$ cat src/rtl/conv_enc.sv
// Serial rate-1/2, K=3 convolutional encoder. Encodes one message bit per clock,
// appends two zero tail steps, then holds the assembled codeword until taken.
module conv_enc #(
  parameter  int         MSG_W = 4,
  parameter  logic [2:0] G0    = 3'b111,
  parameter  logic [2:0] G1    = 3'b101,
  localparam int         CW_W  = 2 * (MSG_W + 2)
) (
  input  logic             clk,
  input  logic             rst,
  input  logic [MSG_W-1:0] msg_in,
  input  logic             msg_valid,
  output logic             msg_ready,
  output logic [1:0]       sym_out,
  output logic             sym_valid,
  output logic [CW_W-1:0]  cw_out,
  output logic             cw_valid,
  input  logic             cw_ready
);

  localparam int K_W = $clog2(MSG_W + 3);
  localparam logic [K_W-1:0] K_DATA_END = K_W'(MSG_W - 1);
  localparam logic [K_W-1:0] K_TAIL_END = K_W'(MSG_W + 1);

  typedef enum logic [1:0] {IDLE, ENCODE, FLUSH, HOLD} state_t;

  state_t             state_q, state_d;
  logic [MSG_W-1:0]   msg_sr_q, msg_sr_d;
  logic [1:0]         st_q, st_d;
  logic [K_W-1:0]     k_q, k_d;
  logic [1:0]         sym_q, sym_d;
  logic               sym_valid_q, sym_valid_d;
  logic [CW_W-1:0]    cw_q, cw_d;
  logic               cw_valid_q, cw_valid_d;

  logic               u;
  logic [2:0]         taps;
  logic [1:0]         sym_calc;

  always_ff @(posedge clk or posedge rst) begin
    if (rst) begin
      state_q     <= IDLE;
      msg_sr_q    <= '0;
      st_q        <= '0;
      k_q         <= '0;
      sym_q       <= '0;
      sym_valid_q <= 1'b0;
      cw_q        <= '0;
      cw_valid_q  <= 1'b0;
    end else begin
      state_q     <= state_d;
      msg_sr_q    <= msg_sr_d;
      st_q        <= st_d;
      k_q         <= k_d;
      sym_q       <= sym_d;
      sym_valid_q <= sym_valid_d;
      cw_q        <= cw_d;
      cw_valid_q  <= cw_valid_d;
    end
  end

  always_comb begin
    state_d = state_q;
    case (state_q)
      IDLE:    if (msg_valid)              state_d = ENCODE;
      ENCODE:  if (k_q == K_DATA_END)      state_d = FLUSH;
      FLUSH:   if (k_q == K_TAIL_END)      state_d = HOLD;
      HOLD:    if (cw_valid_q && cw_ready) state_d = IDLE;
      default:                             state_d = IDLE;
    endcase
  end

  // Tail steps feed zeros so every codeword terminates in state 00.
  always_comb begin
    u        = (state_q == ENCODE) ? msg_sr_q[MSG_W-1] : 1'b0;
    taps     = {u, st_q};
    sym_calc = {^(taps & G0), ^(taps & G1)};

    msg_sr_d    = msg_sr_q;
    st_d        = st_q;
    k_d         = k_q;
    sym_d       = sym_q;
    sym_valid_d = 1'b0;
    cw_d        = cw_q;
    cw_valid_d  = cw_valid_q;

    case (state_q)
      IDLE: begin
        if (msg_valid) begin
          msg_sr_d = msg_in;
          st_d     = '0;
          k_d      = '0;
          cw_d     = '0;
        end
      end
      ENCODE, FLUSH: begin
        sym_d       = sym_calc;
        sym_valid_d = 1'b1;
        cw_d        = cw_q | ({sym_calc, {(CW_W-2){1'b0}}} >> {k_q, 1'b0});
        st_d        = {u, st_q[1]};
        msg_sr_d    = msg_sr_q << 1;
        k_d         = k_q + 1'b1;
      end
      HOLD: begin
        if (!cw_valid_q)   cw_valid_d = 1'b1;
        else if (cw_ready) cw_valid_d = 1'b0;
      end
      default: ;
    endcase
  end

  assign msg_ready = (state_q == IDLE);
  assign sym_out   = sym_q;
  assign sym_valid = sym_valid_q;
  assign cw_out    = cw_q;
  assign cw_valid  = cw_valid_q;

endmodule

$ cat config.mk
export PLATFORM = sky130hd
export DESIGN_NAME = conv_enc
export DESIGN_NICKNAME = d
export VERILOG_FILES = /design/src/rtl/conv_enc.sv
export SDC_FILE = /design/constraint.sdc
export NUM_CORES = 1
export LEC_CHECK = 0
export ABC_AREA = 1
export CORE_MARGIN = 5
export CORE_UTILIZATION = 55
export DETAILED_ROUTE_END_ITERATION = 7
export DONT_BUFFER_PORTS = 1
export MAX_ROUTING_LAYER = met4
export PLACE_DENSITY = 0.75
export SETUP_SLACK_MARGIN = 0.1
export SLEW_MARGIN = 20
export SYNTH_ARGS = -nofsm -noshare
export SYNTH_HDL_FRONTEND = slang
export SYNTH_SLANG_ARGS = --single-unit
$ cat constraint.sdc
create_clock -name clk -period 1.5 [get_ports clk]
set_input_delay 0.225 -clock clk [delete_from_list [all_inputs] [get_ports clk]]
set_output_delay 0.225 -clock clk [all_outputs]
set_load 0.02 [all_outputs]
==> metrics <==
minimum clock period=1.53 ns; CTS H-Tree Depth=1; final setup fails=12; GRT Overall Usage=18.8%; synthesized cell area=0.00134 mm2; met2 Usage GRT=30.4%; port buffer count=0; #FFs+latches synth=27; clock latency on the worst-skew pair=0.33 ns; Worst setup SP type=register; DP HPWL=2010 um; Mean Syn Cell Area=9.38 um2; vias in the first global route=1039; initial antenna violation count=0; setup TNS=-0.255 ns; Nets=176; Critical Path Start=state_q[0]; Post-Syn Nets=159; Post-Syn Instances=143; via count=1047; Vias/cell=5.60; WL/cell=15.3 um; relative slew slack=77.5%; CTS tree=yes; Ys Warns=0; Initial Util=58.9%; Worst Tran Pin Value=0.337 ns; Reg clk slew, reported paths=0.16 ns; Worst Clk Skew=0.00276 ns; drt first pass iters=4; number of max-cap violations=0; CP endpoint=cw_out[11]; Crit Path Max Fanout=12; IO Pins=25; sequential area share after synthesis=50.4%; Worst R2R End=cw_out[11]; RR Startpoint=state_q[0]; Die Height=59.4 um; fin worst setup slack=-0.0298 ns; setup slack, reg-to-reg=-0.03 ns; WP data arrival=1.77 ns; share of layout cells above drive strength 1=28.3%; met3 usage=3.27%; Slew Limit Fails=0; maximum clock frequency=0.654 GHz; ratio of final minimum period to clock period=102%; Row Count=17; failing checks=setup timing; crit end category=register; RSZ-0062 raised after global routing=yes; # clock sinks=27; gr busiest metal=met2; drt drc=0; Core Box Area=0.00228 mm2; reg2reg path depth=9; post-route ant nets=0; Area Overhead vs Synth=19.5%; grt ovf=0; kind of critical path=register to register; Cell Area, Placed=0.00143 mm2; first-pass GRT wire length=4910 um; CTS root buf=clkbuf_4; Die Wd=59.4 um; status=finished, violations left; Layout fillers=150; M1 GR Usage=23.8%; final WL=2850 um; Die ar.=0.00353 mm2; placer congestion estimate=0.812; Final Hold Viols=0; Required @ worst endpoint=1.74 ns; clk buf depth=2; ant diodes=0; Hold Startpoint=msg_in[0]; DR iter-0 viols=29; cts bufs inserted=3; worst hold path type=input pin to register; Hold Worst Slack=0.0130 ns; design area=0.00160 mm2; Yosys cell types=21; largest net degree at the start of global routing=28
state kept, by name, summed over array words and instances, names as in the netlist:
name / cells
cw_valid: 1
cw_out: 12
st_q: 2
k_q: 3
msg_sr_q: 4
state_q: 2
sym_valid: 1
sym_out: 2
worst max-delay path, stage by stage, from the launching register on:
cell and delay, ns:
dfrtp_2 0.45, inv_2 0.07, ha_4 0.30, inv_8 0.04
nand2_8 0.06, nand2_8 0.05, buf_12 0.14, nor2_4 0.14
buf_12 0.15, a21oi_1 0.05
metal layers:
metal	part of all wire [%]	vias up
li1	-	497
met1	43	508
met2	50	34
met3	4.8	8
met4	2.0	0
met5	0	-
cells in the mapped netlist:
cell type,number,area share (%)
a22o_1,1,0.65
buf_6,1,0.84
nand2_8,2,3.0
o22ai_1,4,1.9
buf_4,1,0.56
inv_6,1,0.65
nand2_1,25,7.0
ha_1,8,7.5
a31oi_1,4,1.9
nor3_4,1,1.2
inv_1,23,6.4
nor2_4,3,2.5
o21ai_0,7,2.6
clkbuf_1,1,0.28
nor2_1,9,2.5
a21oi_1,10,3.7
nand4_1,4,1.9
a21oi_2,2,1.3
dfrtp_1,27,50
nand3_1,8,3.0
inv_2,1,0.28
per-stage QoR:
stage	worst slack, ns	std cells	utilization (%)
finish	-0.0298	187	70.4
global route	-0.118	187	70.4
CTS	0.00714	186	68.2
detailed placement	0.00619	175	63.0
global placement	0.0549	175	63.0
floorplan	0.0579	143	-
area by class of cell:
cell class                 instances  area (um2)  area share (%)
sequential                        27         677            42.2
multi-input combinational         88         608            37.9
timing repair buffer              15         144            8.98
inverter                          25         109            6.79
tap                               28        35.0            2.19
clock buffer                       3        22.5            1.41
clock inverter                     1        7.51           0.468
logic make-up after synthesis:
kind of cell | share of synthesized area, %
buf+inv | 9.05
fa+ha+maj | 7.46
simple gates | 21.1
compound gates | 12.0
flops | 50.4
repair_timing:
action,4_1_cts,5_1_grt
pin swaps,4,5
endpoints found under the hold margin,27,0
gates cloned,0,0
setup buffers,6,1
resized for setup,6,14
hold buffers,1,0
setup endpoints to repair,18,24
worst min-delay path by stage:
stage / depth (start not counted) / to / slack [ns]
finish: 1 / msg_sr_q[0] / 0.01
global route: 1 / msg_sr_q[0] / 0.02
CTS: 1 / msg_sr_q[0] / 0.01
detailed placement: 2 / cw_out[9] / 0.20
global placement: 2 / cw_out[11] / 0.19
floorplan: 1 / cw_out[0] / 0.28
layout by cell type, fill, tap and decap left out, drive strengths merged:
master / count
clkinvlp: 1
nand4: 4
ha: 8
nor2: 12
a22o: 1
nor3: 1
nand2: 27
o22ai: 4
nand3: 8
dfrtp: 27
o21ai: 7
a21oi: 12
inv: 25
clkbuf: 3
buf: 14
a31oi: 4
dlygate4sd3: 1
Power is not shown: default switching activity piles up to over one toggle a cycle in this logic, so the estimate is an artifact.
